<file path="config.mk">
export PLATFORM = sky130hd
export DESIGN_NAME = ascon_absorb_ctrl_flat
export DESIGN_NICKNAME = d
export VERILOG_FILES = /design/src/rtl/ascon_absorb_ctrl_if.sv /design/src/rtl/ascon_absorb_ctrl.sv /design/src/flat_wrapper.sv
export SDC_FILE = /design/constraint.sdc
export NUM_CORES = 1
export LEC_CHECK = 0
export CAP_MARGIN = 15
export CORE_ASPECT_RATIO = 2
export CORE_MARGIN = 2
export CORE_UTILIZATION = 49
export CTS_CLUSTER_SIZE = 30
export DETAILED_ROUTE_END_ITERATION = 10
export MAX_ROUTING_LAYER = met4
export PLACE_DENSITY_LB_ADDON = 0.1
export SLEW_MARGIN = 5
export SYNTH_ARGS = -nofsm -noshare
export SYNTH_HDL_FRONTEND = slang
export SYNTH_SLANG_ARGS = --single-unit
</file>
<file path="constraint.sdc">
create_clock -name clk -period 10 [get_ports clk]
set_input_delay 2.5 -clock clk [delete_from_list [all_inputs] [get_ports clk]]
set_output_delay 2.5 -clock clk [all_outputs]
set_load 0.05 [all_outputs]
</file>
<file path="src/rtl/ascon_absorb_ctrl_if.sv">
// Upstream 128-bit block stream between the input buffer and the absorb sequencer.
// The source drives valid/data and the sink drives ready.
interface ascon_absorb_ctrl_if;
  logic         blk_valid;
  logic [127:0] blk_data;
  logic         blk_ready;

  modport master (output blk_valid, output blk_data, input  blk_ready);
  modport slave  (input  blk_valid, input  blk_data, output blk_ready);
endinterface

</file>
<file path="src/rtl/ascon_absorb_ctrl.sv">
// Ascon AD/message absorb sequencer: fetches rate blocks and steps the absorb
// datapath once per iteration, spacing process_en pulses by PERM_LAT cycles.
module ascon_absorb_ctrl #(
  parameter int unsigned PERM_LAT = 1
) (
  input  logic                clk,
  input  logic                rst,
  input  logic                start,
  input  logic [1:0]          sel_type_i,
  input  logic [31:0]         data_length_i,
  ascon_absorb_ctrl_if.slave  blk,
  output logic                process_en,
  output logic [1:0]          sel_type,
  output logic [31:0]         data_length,
  output logic [31:0]         data_position,
  output logic [127:0]        data,
  output logic                state_sel,
  output logic                busy,
  output logic                done
);

  typedef enum logic [2:0] {
    S_IDLE,
    S_LOAD,
    S_FIRE,
    S_SETTLE,
    S_DONE
  } state_t;

  localparam logic [3:0] SETTLE_INIT = 4'(PERM_LAT - 1);

  state_t       r_state;
  logic [3:0]   r_cnt;
  logic         r_process_en;
  logic [1:0]   r_sel_type;
  logic [31:0]  r_data_length;
  logic [31:0]  r_data_position;
  logic [127:0] r_data;
  logic         r_state_sel;
  logic         r_busy;
  logic         r_done;
  logic         r_blk_ready;

  logic [31:0]  w_rate;
  logic [31:0]  w_lmp;
  logic         w_last;
  logic         w_leave;
  logic         w_hs;

  assign w_rate  = (r_sel_type == 2'b00) ? 32'd16 : 32'd8;
  assign w_lmp   = r_data_length - r_data_position;
  assign w_last  = (w_lmp < w_rate);
  assign w_hs    = blk.blk_valid & r_blk_ready;
  // An iteration ends in FIRE when there is no settle time, else on the last SETTLE cycle.
  assign w_leave = ((r_state == S_FIRE) && (PERM_LAT == 32'd1)) ||
                   ((r_state == S_SETTLE) && (r_cnt == 4'd1));

  always_ff @(posedge clk) begin
    if (rst) begin
      r_state         <= S_IDLE;
      r_cnt           <= 4'd0;
      r_process_en    <= 1'b0;
      r_sel_type      <= 2'b00;
      r_data_length   <= 32'd0;
      r_data_position <= 32'd0;
      r_data          <= 128'd0;
      r_state_sel     <= 1'b0;
      r_busy          <= 1'b0;
      r_done          <= 1'b0;
      r_blk_ready     <= 1'b0;
    end else begin
      // NOTE: strobes default low here so every path that does not raise them yields a one-cycle pulse.
      r_process_en <= 1'b0;
      r_done       <= 1'b0;

      case (r_state)
        S_IDLE: begin
          if (start) begin
            r_sel_type      <= sel_type_i;
            r_data_length   <= data_length_i;
            r_data_position <= 32'd0;
            r_state_sel     <= 1'b0;
            r_busy          <= 1'b1;
            r_blk_ready     <= (data_length_i != 32'd0);
            r_state         <= S_LOAD;
          end
        end
        S_LOAD: begin
          if (w_lmp == 32'd0) begin
            r_data       <= 128'd0;
            r_process_en <= 1'b1;
            r_state      <= S_FIRE;
          end else if (w_hs) begin
            r_data       <= blk.blk_data;
            r_blk_ready  <= 1'b0;
            r_process_en <= 1'b1;
            r_state      <= S_FIRE;
          end
        end
        S_FIRE: begin
          if (PERM_LAT > 32'd1) begin
            r_cnt   <= SETTLE_INIT;
            r_state <= S_SETTLE;
          end
        end
        S_SETTLE: begin
          r_cnt <= r_cnt - 4'd1;
        end
        S_DONE: begin
          r_state <= S_IDLE;
        end
        default: begin
          r_state <= S_IDLE;
        end
      endcase

      // End of iteration overrides the per-state next state chosen above.
      if (w_leave) begin
        if (w_last) begin
          r_done  <= 1'b1;
          r_busy  <= 1'b0;
          r_state <= S_DONE;
        end else begin
          r_data_position <= r_data_position + w_rate;
          r_state_sel     <= 1'b1;
          r_blk_ready     <= (w_lmp != w_rate);
          r_state         <= S_LOAD;
        end
      end
    end
  end

  assign blk.blk_ready  = r_blk_ready;
  assign process_en     = r_process_en;
  assign sel_type       = r_sel_type;
  assign data_length    = r_data_length;
  assign data_position  = r_data_position;
  assign data           = r_data;
  assign state_sel      = r_state_sel;
  assign busy           = r_busy;
  assign done           = r_done;

endmodule
</file>
<file path="src/flat_wrapper.sv">
// flat-port wrapper written by rule: the top's interface ports become plain ports
module ascon_absorb_ctrl_flat 
#(
  parameter int unsigned PERM_LAT = 1
)
  (clk, rst, start, sel_type_i, data_length_i, process_en, sel_type, data_length, data_position, data, state_sel, busy, done, blk_blk_valid, blk_blk_data, blk_blk_ready);
  ascon_absorb_ctrl_if blk_i ();
  input  logic clk;
  input  logic rst;
  input  logic start;
  input  logic [1:0] sel_type_i;
  input  logic [31:0] data_length_i;
  output logic process_en;
  output logic [1:0] sel_type;
  output logic [31:0] data_length;
  output logic [31:0] data_position;
  output logic [127:0] data;
  output logic state_sel;
  output logic busy;
  output logic done;
  input wire logic [$bits(blk_i.blk_valid)-1:0] blk_blk_valid;
  input wire logic [$bits(blk_i.blk_data)-1:0] blk_blk_data;
  output wire logic [$bits(blk_i.blk_ready)-1:0] blk_blk_ready;
  assign blk_i.blk_valid = blk_blk_valid;
  assign blk_i.blk_data = blk_blk_data;
  assign blk_blk_ready = blk_i.blk_ready;
  ascon_absorb_ctrl #(.PERM_LAT(PERM_LAT)) u_core (.clk(clk), .rst(rst), .start(start), .sel_type_i(sel_type_i), .data_length_i(data_length_i), .blk(blk_i), .process_en(process_en), .sel_type(sel_type), .data_length(data_length), .data_position(data_position), .data(data), .state_sel(state_sel), .busy(busy), .done(done));
endmodule
</file>
==> results of run 1 <==
-- final cells by class --
cell class / instances / area, sq um
Antenna cell: 1 / 2.502
Clock buffer: 22 / 516.7
Clock inverter: 9 / 107.6
Fill cell: 1661 / 5928
Inverter: 49 / 183.9
Multi-Input combinational cell: 805 / 5375
Sequential cell: 206 / 4124
Tap cell: 266 / 332.8
Timing Repair Buffer: 373 / 3706
-- worst max path at each step --
stage                       end                      from  cells past startpoint
2_1_floorplan  u_core.data[107]     u_core.data_length[0]                     15
3_3_place_gp    u_core.data[50]                       rst                      8
3_5_place_dp   u_core.data[100]                       rst                      8
4_1_cts        u_core.data[100]  u_core.data_position[12]                     14
5_1_grt         u_core.data[97]  u_core.data_position[12]                     14
6_report        u_core.data[97]  u_core.data_position[12]                     14
-- registers in the layout (all words and copies together) (netlist names) --
signal / cells
u_core.r_cnt: 4
u_core.state_sel: 1
u_core.busy: 1
u_core.done: 1
u_core.sel_type: 2
u_core.process_en: 1
u_core.r_state: 3
u_core.blk.blk_ready: 1
u_core.data: 128
u_core.data_length: 32
u_core.data_position: 32
-- kinds of logic after synthesis --
group	share of synthesized area, %
AO/OA/AOI/OAI	27.13
XOR/XNOR	1.129
adder cells (fa/ha/maj)	4.988
buffers and inverters	6.017
flip-flops	40.89
multiplexers	0.8065
AND/OR/NAND/NOR	19.03
-- routing by layer --
layer	wire length, microns	GRT usage, %	vias up
met3	2939	7.002	161
met4	3665	27.81	0
met5	0	-	-
li1	-	-	4901
met2	20590	64.91	574
met1	13000	32.86	4937
-- worst reg2reg max path, stage by stage (launching register included) --
cell	delay, ns
dfxtp_1	0.40
inv_1	0.16
ha_1	0.54
nand2_1	0.23
o311ai_1	0.74
o221ai_1	0.26
a31o_2	0.27
nor4_1	0.25
nand4_1	0.23
nor4b_4	0.61
nand4_2	0.29
nor4b_2	0.24
buf_4	0.29
buf_4	0.44
a22o_1	0.43
-- cell usage after synthesis, drive strengths merged, types with 8 or more instances --
cell type,instances
o21ai,27
or4,11
o21a,10
a211oi,11
a22o,129
nor3,33
ha,37
buf,43
a21o,16
nand2,124
a21oi,93
nand4,34
nor4,20
inv,49
a31o,8
dfxtp,206
nor2,58
clkbuf,34
and2,8
xor2,8
o211ai,24
nand3,28
and4,8
and3,15
a31oi,8
-- where the power goes --
group / leakage, nW / switching, mW / internal (mW)
clock network: 0.305 / 0.328 / 0.423
logic: 3.50 / 0.398 / 0.248
registers: 1.67 / 0.0223 / 0.850
total: 5.48 / 0.748 / 1.52
==> run metrics, run 1 <==
WP data arrival 5.88 ns; DRT iter0 DRCs 636; clock tree sinks 206; hold slack 0.4710 ns; initial antenna violation count 1; most frequent cells in the layout clkdlybuf4s50_1, dfxtp_1, a22o_1; VDD IR-drop max 149.4 uV; FF-to-FF path depth 14; Longest Clk Path Bufs 3; DR DRC count 0; final setup vio count 0; worst hold stages 1; H-tree levels 1; r2r startpoint u_core.data_position[12]; vias per cell 6.108; worst-skew pair later-pin latency 0.50 ns; final instance area 14350 sq um; final net count 1659; Final Max Tran Viols 0; Routed Antenna Nets 0; Yosys top cell area share 40.89%; largest cells by area after synthesis dfxtp_1, a22o_1, ha_1; post-synth top area cell dfxtp_1; IO Pins between 300 and 400; Post-Syn Instances 1137; WHS Endpoint u_core.data[118]; fmax 182.1 MHz; P&R area growth vs syn 42.28%; Post-synth ARST share 0%; die area 21810 sq um; # Post-CTS Setup Buffers 0; Worst setup SP type flip-flop; post-DP HPWL 30.77 mm; FF-to-FF End u_core.data[97]; Setup crit end kind flip-flop; layout cell share with drive strength beyond 1 roughly 4.8%; Post-Syn Area 10080 sq um; family with the most delay on the worst path simple AND/OR/NAND/NOR gates; Largest stage delay, worst path 0.74 ns; hold path startpoint u_core.data[118]; GRT Total Usage 36.00%; top_reg_cell synth dfxtp_1; commonest non-fill, non-tap cell in the layout clkdlybuf4s50_1; Max Clock Skew 0.01130 ns; via count roughly 11k; EDFF count, synth 0; setup_tns 0 ns; post_cts resized 0; Max-slew headroom 24.36%; CP Class flip-flop to flip-flop; Final min period ~5.5 ns; Hold Vio Cnt, Final 0; WL per Instance 23.22 microns; CP max stage cell o311ai_1; Non-Filler Instances 1731; RSZ-0062 raised after global routing false; critical path, cell by cell inv_1 > ha_1 > nand2_1 > o311ai_1 > o221ai_1 > a31o_2 > nor4_1 > nand4_1 > nor4b_4 > nand4_2 > nor4b_2 > buf_4 > buf_4 > a22o_1; Buf+Inv Stages, Crit Path 3; total power 2.269 mW; cell area power density 158.1 nW/um^2; Die Y 206.9 microns; cts hold-fix bufs 0; Unique masters post-synth 78; worst setup margin 4.509 ns; sequential element share of the synthesized area 40.89%; pre-CTS setup slack about 4.6 ns; #FFs+latches synth 206; DP Cell Count 1699; final core occ 70.76%; crit-path max FO 85; TritonRoute pass-1 iters 5; Worst Max-Slew Pin Slew 1.119 ns; largest net degree at the start of global routing 86; Num CTS Buffers 19; Synthesis Warnings 0; Core Box Area just over 20000 sq um; Die W 105.4 microns; TritonCTS clock tree yes; Req. time, crit path 10.38 ns; root buffer cell clkbuf_16; num rows 74; final WL 40.19 mm; Post-DP Area 13720 sq um; Static Leak 5.476 nW; status finished clean; vias in the first global route 10.32k; IO Port Bufs 364; Syn Nets 1342; hold crit path type flip-flop to flip-flop; Initial Utilization 49.73%; CTS clock-pin slew for the worst setup and hold paths roughly 0.07 ns; first-pass GRT wire length 58.55 mm; final period utilization 54.91%; Worst R2R Setup Slack 4.51 ns; max cap viols 0; gpl congestion 1.080; mean area per synthesized cell between 8 and 9 sq um; most used cell, CP buf_4; grt total ovfl 0
No activity file was read; power rests on OpenSTA's default activity.
==> run 2, diff against run 1 <==
--- a/config.mk
+++ b/config.mk
@@ -8,7 +8,7 @@
 export CAP_MARGIN = 15
 export CORE_ASPECT_RATIO = 2
 export CORE_MARGIN = 2
-export CORE_UTILIZATION = 49
+export CORE_UTILIZATION = 41
 export CTS_CLUSTER_SIZE = 30
 export DETAILED_ROUTE_END_ITERATION = 10
 export MAX_ROUTING_LAYER = met4
==> constraint.sdc (replaced) <==
create_clock -name clk -period 4.6 [get_ports clk]
set_input_delay 1.15 -clock clk [delete_from_list [all_inputs] [get_ports clk]]
set_output_delay 1.15 -clock clk [all_outputs]
set_load 0.05 [all_outputs]
==> run metrics, run 2 (synthesized netlist as in run 1, its figures left out) <==
RSZ-0062 raised after global routing false; Die W 114.9 microns (+9.0%); Max-slew headroom 35.17% (+11 points); Initial Utilization 41.46% (-8.3 points); post-DP HPWL 33.67 mm (+9.4%); VDD IR-drop max 263.5 uV (+76%); pre-CTS setup slack 0.1139 ns (-4.505 ns); hold crit path type flip-flop to flip-flop; cts hold-fix bufs 0 (unchanged); grt total ovfl 0 (unchanged); vias per cell 5.883 (-3.7%); Req. time, crit path 5.07 ns (-5.31 ns); gr busiest metal met2; TritonRoute pass-1 iters 6 (+1); largest net degree at the start of global routing 54 (-37%); via count 10.55k (-0.23%); Die Y 225.8 microns (+9.1%); num rows 81 (+9.5%); clock tree sinks 206 (unchanged); WP data arrival 4.92 ns (-0.96 ns); fillers 2173 (+31%); first-pass GRT wire length 61.62 mm (+5.2%); final setup vio count 0 (unchanged); DP Cell Count 1757 (+3.4%); Worst setup SP type flip-flop; max cap viols 0 (unchanged); Routed Antenna Nets 0 (unchanged); most used cell, CP nand4_1; root buffer cell clkbuf_16; fmax 224.6 MHz (+23%); met1 Use GR 28.57% (-4.3 points); Max Clock Skew 0.02193 ns (+0.01063 ns); layout cell share with drive strength beyond 1 7.119% (+2.3 points); family with the most delay on the worst path simple AND/OR/NAND/NOR gates; gpl congestion 0.9777 (-9.4%); Longest Clk Path Bufs 3 (unchanged); cell area power density 340.4 nW/um^2 (+120%); Core Box Area 24320 sq um (+20%); Static Leak 5.684 nW (+3.8%); die area 25940 sq um (+19%); initial antenna violation count 0 (-1); Num CTS Buffers 20 (+1); WL per Instance 23.80 microns (+2.5%); IO Port Bufs 364 (unchanged); CP Class flip-flop to flip-flop; Buf+Inv Stages, Crit Path 2 (-1); M3 GR Usage 6.495% (-0.51 points); setup_tns 0 ns (unchanged); GRT Total Usage 32.27% (-3.7 points); diode count 0 (-1); worst setup margin 0.1486 ns (-4.360 ns); IO Pins 365 (unchanged); CTS clock-pin slew for the worst setup and hold paths 0.07 ns (about the same); DRT iter0 DRCs 702 (+10%); CP max stage cell a2111oi_1; Setup crit end kind flip-flop; crit-path max FO 9 (-89%); final core occ 60.69% (-10 points); DR DRC count 0 (unchanged); Non-Filler Instances 1793 (+3.6%); final period utilization 96.77% (+42 points); vias in the first global route 10.39k (+0.64%); Hold Vio Cnt, Final 0 (unchanged); number of flip-flops in the largest register 128 (unchanged); final WL 42.68 mm (+6.2%); Final Max Tran Viols 0 (unchanged); Final min period 4.451 ns (-1.040 ns); H-tree levels 1 (unchanged); met2 Use GR 57.76% (-7.1 points); worst-skew pair later-pin latency 0.52 ns (+0.02 ns); most frequent cells in the layout clkdlybuf4s50_1, dfxtp_1, a22o_1; Worst Max-Slew Pin Slew 0.9695 ns (-0.1493 ns); final net count 1695 (+2.2%); Largest stage delay, worst path 0.59 ns (-0.15 ns); total power 5.025 mW (+120%); status finished clean; critical path, cell by cell inv_1 > ha_1 > nand4_1 > nor2b_1 > nand2_1 > a2111oi_0 > mux2_2 > nand4b_1 > a2111oi_1 > nand4_1 > or4_1 > nor3_1 > buf_4; P&R area growth vs syn 46.38%; commonest non-fill, non-tap cell in the layout clkdlybuf4s50_1; TritonCTS clock tree yes
## run 2: changes by cell type in the layout (fill, tap and decap cells not counted), sizes merged
| cell | before | now |
|---|---|---|
| clkinvlp | 2 | 1 |
| clkbuf | 22 | 28 |
| buf | 10 | 45 |
| bufinv | 2 | 1 |
| diode | 1 | 0 |
## run 2: layout make-up
| type | instances | area (sq um) | share of cell area [%] |
|---|---|---|---|
| Multi-Input combinational cell | 805 | 5383 | 36.46 |
| Sequential cell | 206 | 4124 | 27.94 |
| Timing Repair Buffer | 408 | 4056 | 27.48 |
| Clock buffer | 28 | 570.5 | 3.865 |
| Tap cell | 290 | 362.8 | 2.458 |
| Inverter | 49 | 183.9 | 1.246 |
| Clock inverter | 7 | 81.33 | 0.5509 |
## run 2: per-layer routing
layer / vias to the layer above / routed length (microns)
li1: 4968 / -
met1: 4962 / 13390
met2: 478 / 22100
met3: 141 / 3105
met4: 0 / 4086
met5: - / 0
## run 2: what timing repair did
item                       CTS  global route
buffers inserted             0             1
setup endpoints to repair    0           137
resized for setup            0             4
## run 2: metrics by stage
stage,hold WS [ns],area (sq um)
5_1_grt,0.4841,14760
6_report,0.4712,14760
3_5_place_dp,0.4532,14090
2_1_floorplan,0.4798,10080
3_3_place_gp,0.4536,14090
4_1_cts,0.4758,14750
## run 2: worst register-to-register path: cells and delay by family, from the launching register on
kind / cells / cell delay, ns
AO/OA/AOI/OAI: 2 / 1.15
adder cells (fa/ha/maj): 1 / 0.54
buffers and inverters: 2 / 0.35
flip-flops: 1 / 0.40
multiplexers: 1 / 0.28
AND/OR/NAND/NOR: 7 / 1.69
## run 2: final timing paths
check / start / end / slack, ns / depth (start not counted)
min: u_core.state_sel / u_core.state_sel / 0.47 / 1
min reg2reg: u_core.state_sel / u_core.state_sel / 0.47 / 1
max reg2reg: u_core.data_position[21] / u_core.done / 0.15 / 13
max: u_core.data_position[21] / u_core.done / 0.15 / 13
## run 2: report_power, final
part	switching [mW]	leakage, nW	internal [mW]	total, mW
registers	0.0457	1.67	1.85	1.89
clock network	0.738	0.318	0.933	1.67
logic	0.883	3.70	0.579	1.46
